**src/rtl/serial_pkg.sv**
```systemverilog
// Shared types and constants for the serial link blocks.
// Line levels, FSM state encoding and the parity helper.
package serial_pkg;

  typedef enum logic [2:0] {
    IDLE,
    START,
    DATA,
    PARITY,
    STOP
  } state_t;

  localparam logic IDLE_LEVEL  = 1'b1;
  localparam logic START_LEVEL = 1'b0;
  localparam logic STOP_LEVEL  = 1'b1;

  localparam int MAX_W = 64;

  // Even parity bit: makes the total count of ones even.
  function automatic logic even_parity(
    input logic [MAX_W-1:0] v
  );
    return ^v;
  endfunction

endpackage

```
**src/rtl/serial_bit_timer.sv**
```systemverilog
// Bit-period counter: counts 0..CLKS_PER_BIT-1, pulses tc on the last.
// Shared by the transmitter and a future receiver.
import serial_pkg::*;

module serial_bit_timer #(
  parameter int CLKS_PER_BIT = 4
) (
  input  logic clk,
  input  logic reset,
  input  logic clear,
  output logic tc
);

  localparam int CW =
    (CLKS_PER_BIT > 1) ? $clog2(CLKS_PER_BIT) : 1;
  localparam logic [CW-1:0] LAST = CW'(CLKS_PER_BIT - 1);

  logic [CW-1:0] count;

  assign tc = (count == LAST);

  // Free-running modulo counter, held at zero while cleared.
  always_ff @(posedge clk) begin
    if (reset || clear) begin
      count <= '0;
    end else if (tc) begin
      count <= '0;
    end else begin
      count <= count + CW'(1);
    end
  end

endmodule

```
**src/rtl/serial_tx.sv**
```systemverilog
// Start/data/stop serial transmitter with valid/ready input.
// Macros: SERIAL_TX_PARITY_EN (even parity bit), DUMP_ENABLED.
import serial_pkg::*;

module serial_tx #(
  parameter int DATA_W       = 8,
  parameter int CLKS_PER_BIT = 4
) (
  input  logic              clk,
  input  logic              reset,
  input  logic [DATA_W-1:0] in_data,
  input  logic              in_valid,
  output logic              in_ready,
  output logic              tx,
  output logic              busy
);

  localparam int BW = (DATA_W > 1) ? $clog2(DATA_W) : 1;
  localparam logic [BW-1:0] LAST_BIT = BW'(DATA_W - 1);

  state_t            state;
  state_t            state_n;
  logic [DATA_W-1:0] shift;
  logic [DATA_W-1:0] shift_n;
  logic [BW-1:0]     bit_idx;
  logic [BW-1:0]     bit_n;
  logic              tx_n;
  logic              busy_n;
  logic              tc;
`ifdef SERIAL_TX_PARITY_EN
  logic              par;
  logic              par_n;
`endif

  serial_bit_timer #(
    .CLKS_PER_BIT(CLKS_PER_BIT)
  ) u_timer (
    .clk  (clk),
    .reset(reset),
    .clear(state == IDLE),
    .tc   (tc)
  );

  assign in_ready = (state == IDLE);

  // Next state, shift/bit bookkeeping and the next line level.
  always_comb begin
    state_n = state;
    shift_n = shift;
    bit_n   = bit_idx;
    tx_n    = IDLE_LEVEL;
    busy_n  = 1'b0;
`ifdef SERIAL_TX_PARITY_EN
    par_n   = par;
`endif
    unique case (state)
      IDLE: begin
        if (in_valid && in_ready) begin
          state_n = START;
          shift_n = in_data;
          bit_n   = '0;
`ifdef SERIAL_TX_PARITY_EN
          par_n   = even_parity(MAX_W'(in_data));
`endif
        end
      end
      START: begin
        if (tc) state_n = DATA;
      end
      DATA: begin
        if (tc) begin
          if (bit_idx == LAST_BIT) begin
`ifdef SERIAL_TX_PARITY_EN
            state_n = PARITY;
`else
            state_n = STOP;
`endif
          end else begin
            bit_n   = bit_idx + BW'(1);
            shift_n = shift >> 1;
          end
        end
      end
`ifdef SERIAL_TX_PARITY_EN
      PARITY: begin
        if (tc) state_n = STOP;
      end
`endif
      STOP: begin
        if (tc) state_n = IDLE;
      end
      default: state_n = IDLE;
    endcase

    unique case (state_n)
      START:   tx_n = START_LEVEL;
      DATA:    tx_n = shift_n[0];
`ifdef SERIAL_TX_PARITY_EN
      PARITY:  tx_n = par_n;
`endif
      STOP:    tx_n = STOP_LEVEL;
      default: tx_n = IDLE_LEVEL;
    endcase
    busy_n = (state_n != IDLE);
  end

  // State, datapath and registered line outputs.
  always_ff @(posedge clk) begin
    if (reset) begin
      state   <= IDLE;
      shift   <= '0;
      bit_idx <= '0;
      tx      <= IDLE_LEVEL;
      busy    <= 1'b0;
`ifdef SERIAL_TX_PARITY_EN
      par     <= 1'b0;
`endif
    end else begin
      state   <= state_n;
      shift   <= shift_n;
      bit_idx <= bit_n;
      tx      <= tx_n;
      busy    <= busy_n;
`ifdef SERIAL_TX_PARITY_EN
      par     <= par_n;
`endif
    end
  end

`ifdef DUMP_ENABLED
`endif

endmodule
```
**config.mk**
```make
export PLATFORM = sky130hd
export DESIGN_NAME = serial_tx
export DESIGN_NICKNAME = d
export VERILOG_FILES = /design/src/rtl/serial_pkg.sv /design/src/rtl/serial_bit_timer.sv /design/src/rtl/serial_tx.sv
export SDC_FILE = /design/constraint.sdc
export NUM_CORES = 1
export LEC_CHECK = 0
export ABC_CLOCK_PERIOD_IN_PS = 2700
export BUFFER_PORTS_ARGS = -buffer_cell sky130_fd_sc_hd__buf_4
export CORE_UTILIZATION = 35
export CTS_CLUSTER_SIZE = 40
export DETAILED_ROUTE_END_ITERATION = 16
export GPL_TIMING_DRIVEN = 0
export HOLD_SLACK_MARGIN = 0.15
export PLACE_DENSITY = 0.6
export SYNTH_ARGS = -nofsm -noshare
export SYNTH_HDL_FRONTEND = slang
export SYNTH_SLANG_ARGS = --single-unit
```
**constraint.sdc**
```tcl
create_clock -name clk -period 2.7 [get_ports clk]
set_input_delay 0.54 -clock clk [delete_from_list [all_inputs] [get_ports clk]]
set_output_delay 0.54 -clock clk [all_outputs]
set_load 0.02 [all_outputs]
```
After elaboration in Yosys (flattened, before gate mapping). Index checks and enable logic that the tools add are counted.

Reduce and logical (&&, ||, !) cells: 7. Add/subtract/negate cells: 2. Muxes and demuxes: 15. Equal/unequal tests: 10.

Operators by type and width (number): $mux W3 (8); $mux W8 (3); $pmux W8 S2 (1); $pmux W3 S4 (1); $eq A3 B1 Y1 const B (2); $eq A3 B2 Y1 const B (2); $eq A3 B3 Y1 const B (2); $pmux W3 S2 (1); $ne A2 B2 Y1 const B (2); $reduce_and A4 Y1 (1); $add A3 B1 Y3 const B (1); $logic_not A3 Y1 (1); $reduce_bool A3 Y1 (1); $add A2 B1 Y2 const B (1); $eq A2 B2 Y1 const B (1); $ne A2 B1 Y1 const B (1); $pmux W1 S2 (1); $reduce_bool A2 Y1 (1); $reduce_or A2 Y1 (1); $logic_and A1 B1 Y1 (1); $logic_or A1 B1 Y1 (1).

Word-level logic and storage cells: 41. Bits in registers: 18. Bits of input ports: 11. Output and inout bits: 3.

Longest topological paths before layout.
Depth after elaboration: 6. Gate-level depth with buffers: 7. Gate-level depth less buffers: 6.

Hierarchy. From an unflattened synthesis, not the netlist that was laid out.

Cells, all modules: 80. Area total of the unflattened synthesis: 845.8 um^2.

By module, submodules not included: serial_tx (cells an instance 75, instances 1, seq. area each 320.3 um^2, area each 765.7 um^2); serial_bit_timer (cells an instance 5, instances 1, seq. area each 40.0 um^2, area each 80.1 um^2).

Worst setup path before layout. OpenSTA, ideal clock, no wires.

Path kind: register -> register. From: register bit_idx[0]. To: register tx. Library setup time: 115 ps. Data arrival time: 1644 ps. Data required time: 2585 ps. Clock period less this slack: 1759 ps. Stages on the path, launching flop included: 7. Setup slack: 941 ps. Path through: dfxtp_1 > ha_1 > ha_1 > and3b_4 > o21ai_2 > a221o_2 > o21a_1.

Word-level cells in the longest chain between the ends: 6.

Ends and longest elaborated chain: start: declaration (line serial_tx.sv:25) `logic [BW-1:0] bit_idx;`; start signal: assignment (line serial_tx.sv:121) `bit_idx <= bit_n;`; $eq A3 B3 Y1 (*) (line serial_tx.sv:72) `if (bit_idx == LAST_BIT) begin`; $mux W3 (line serial_tx.sv:72); $mux W3 (line serial_tx.sv:71) `if (tc) begin`; $pmux W3 S4 (line serial_tx.sv:56) `unique case (state)`; $eq A3 B2 Y1 / $eq A3 B1 Y1 (equally long branches) (line serial_tx.sv:95) `unique case (state_n)`; $pmux W1 S2 (*) (line serial_tx.sv:95); end signal: assignment (line serial_tx.sv:122) `tx <= tx_n;`; end: declaration (line serial_tx.sv:14) `output logic tx,`.

Every way passes the cells marked *; elsewhere a longest branch is shown, timed or not. The select of a mux whose other input is x is not followed. A chain may end at the register's enable or synchronous reset.

Final worst setup path. Same ends and word-level chain as after synthesis.

==> run metrics <==
Worst-Skew Late Latency roughly 0.29 ns; Crit. End Element register; synthesis-to-finish area growth 18.6%; hold_ws approximately 0.45 ns; routed wire length between 1000 and 1500 microns; Synth cell types 33; Final setup viols 0; #FFs+latches synth 18; vias in the first global route 572; drt first pass iters 4; die width approximately 49 microns; Max-slew headroom 0.690; area share of fa/ha/maj cells after synthesis 0.0477; Iteration-0 DRC Markers 21; setup slack at placement around 0.83 ns; crit-path most repeated cell ha_1; antenna-violating nets left 0; post-CTS sizing 0; total power about 470 uW; gr ovfl total 0; # IOs 14; Compound-Gate Fraction of Synth Area 0.165; reg2reg start bit_idx[0]; CTS root buffer clkbuf_4; layout cell share with drive strength beyond 1 0.293; crit path from bit_idx[0]; CP required between 2 and 3 ns; Detailed Place HPWL ~1000 microns; Synth Warn # 0; Post-Synthesis Cells 77; wire per inst ~11 microns; total CTS buffers 3; CTS sink cnt 18; Max IR drop VDD around 250 uV; antenna violations before repair 0; fraction of the mapped netlist area in simple logic gates 0.234; num rows 16; Final Hold Vio Count 0; fin. max-slew vios 0; CTS H-Tree Depth 1; largest net degree at the start of global routing 11; outcome completed; Leak 0.000391 uW; crit path kind register to register; first-pass GRT wire length between 2000 and 2500 microns; Slowest-stage cell, CP a221o_2; post-synthesis xor/xnor area fraction 0; setup_tns 0 ns; Die Ht roughly 50 microns; met1 wire length between 600 and 700 microns; CTS tree yes; vias 620; Starting Density 0.385; die area around 2400 sq um; Antenna Cells 0; fin nets around 110; largest family of logic cells by synthesized area simple AND/OR/NAND/NOR gates; Hold Startpoint u_timer.count[0]; Final period util 0.694; via/cell ratio about 5.2; Syn Nets 91; Max Clk Rate 0.534 GHz; Max Used Layer met4; worst path arrival time 2.06 ns; mux contribution to synthesized area 0.0254; Final GP Congestion 0.653; worst setup margin slightly above 0.8 ns; Met3 Wirelength 69 microns; post-layout util 0.457; fin crit period approximately 1.9 ns; Post-CTS Setup Bufs 0; critical-path cell list ha_1 -> ha_1 -> and3b_4 -> o21ai_2 -> a221o_2 -> o21a_1; power density over the cells ~500 nW/um^2; Max Cap Violations 0; DRC 0; hold crit path type register to register; Post-Syn Area ~800 sq um; worst stage delay on the critical path between 0.4 and 0.5 ns; Seq/Total Area, Yosys 0.458; Clock transition at path regs around 0.090 ns; startpoint types register; CTS Buffer Depth 2; Total Routing Usage GR 0.128; PortBufs 12; filler cell count ~220; hold buffers post-CTS 0; Post-Route Skew between 0.003 and 0.004 ns; synthesized area per cell 10.2 sq um; Slew @ Worst Pin roughly 0.46 ns; core area about 2000 sq um; Crit Path Max Fanout 10; RSZ-0062 raised after global routing no; met2 routed WL roughly 620 microns
synth_stat cells:
cell	n	share of area
mux2i_1	2	0.025
and2_4	1	0.011
dfxtp_1	18	0.46
nor2b_1	1	0.0080
inv_1	4	0.019
or4_2	1	0.011
a21oi_1	3	0.019
buf_6	2	0.029
nor4_1	1	0.0080
o311ai_0	1	0.011
o21a_1	1	0.0095
a222oi_1	6	0.076
nor4b_4	1	0.030
nor3_1	2	0.013
clkbuf_2	1	0.0064
clkbuf_1	2	0.0095
and2b_2	1	0.011
ha_1	3	0.048
a31oi_1	1	0.0080
nor2_1	8	0.038
and2_1	1	0.0080
buf_2	1	0.0064
nand4_1	2	0.016
and3b_4	1	0.016
o21ai_2	1	0.011
a211oi_1	1	0.0095
or3b_1	1	0.011
o21ai_0	1	0.0064
a221o_2	1	0.014
nand2_1	3	0.014
nor2_2	1	0.0080
nor4b_1	2	0.022
and3_1	1	0.0080
through the flow:
step | area (sq um) | cells
floorplan | 787 | 77
global placement | 911 | 116
detailed placement | 911 | 116
CTS | 933 | 119
global route | 933 | 119
finish | 933 | 119
critical path: cells and delay by family (launching register included):
kind                       cells  cell delay [ns]
AOI/OAI and AO/OA              3             0.71
adders and majority gates      2             0.40
DFF                            1             0.33
and+or+nand+nor                1             0.32
cells in the final DEF, fill, tap and decap left out, types with 2 or more instances in the layout:
master,instances
nor4b_1,2
mux2i_1,2
buf_6,2
clkbuf_1,2
a222oi_1,6
inv_1,4
clkbuf_4,3
nor2_1,8
ha_1,3
nor3_1,2
nand2_1,3
a21oi_1,3
dfxtp_1,18
nand4_1,2
buf_4,12
state kept, by name, indices dropped and copies added (netlist names):
register and cells:
state 3, tx 1, shift 8, bit_idx 3, u_timer.count 2, busy 1
path summary, 6_finish.rpt:
path                            to  slack [ns]  cells past startpoint
setup / recovery                tx        0.83                      6
hold / removal    u_timer.count[0]        0.45                      1
setup reg to reg                tx        0.83                      6
hold reg to reg   u_timer.count[0]        0.45                      1
area by class of cell:
cell class	count	area, sq um	area share
Multi-Input combinational cell	49	372	0.398
Sequential cell	18	360	0.386
Timing Repair Buffer	12	90.1	0.0965
Buffer	6	40.0	0.0429
Tap cell	27	33.8	0.0362
Clock buffer	3	22.5	0.0241
Inverter	4	15.0	0.0161
kinds of logic after synthesis:
kind of cell	after synthesis
simple gates	28
flops	18
compound gates	16
buf+inv	10
fa+ha+maj	3
mux	2
power breakdown:
| group | total (uW) | switching [uW] | internal, uW |
|---|---|---|---|
| sequential | 281 | 4.58 | 277 |
| combinational | 58.6 | 28.6 | 30.0 |
| clock | 126 | 74.5 | 51.9 |
| total | 466 | 108 | 359 |
per-layer routing:
metal / up-vias / global-route usage
met2: 15 / 0.199
li1: 317 / -
met3: 2 / 0.0467
met1: 286 / 0.158
met5: - / 0
met4: 0 / 0.0571
Power figures use the tool's default switching activity.
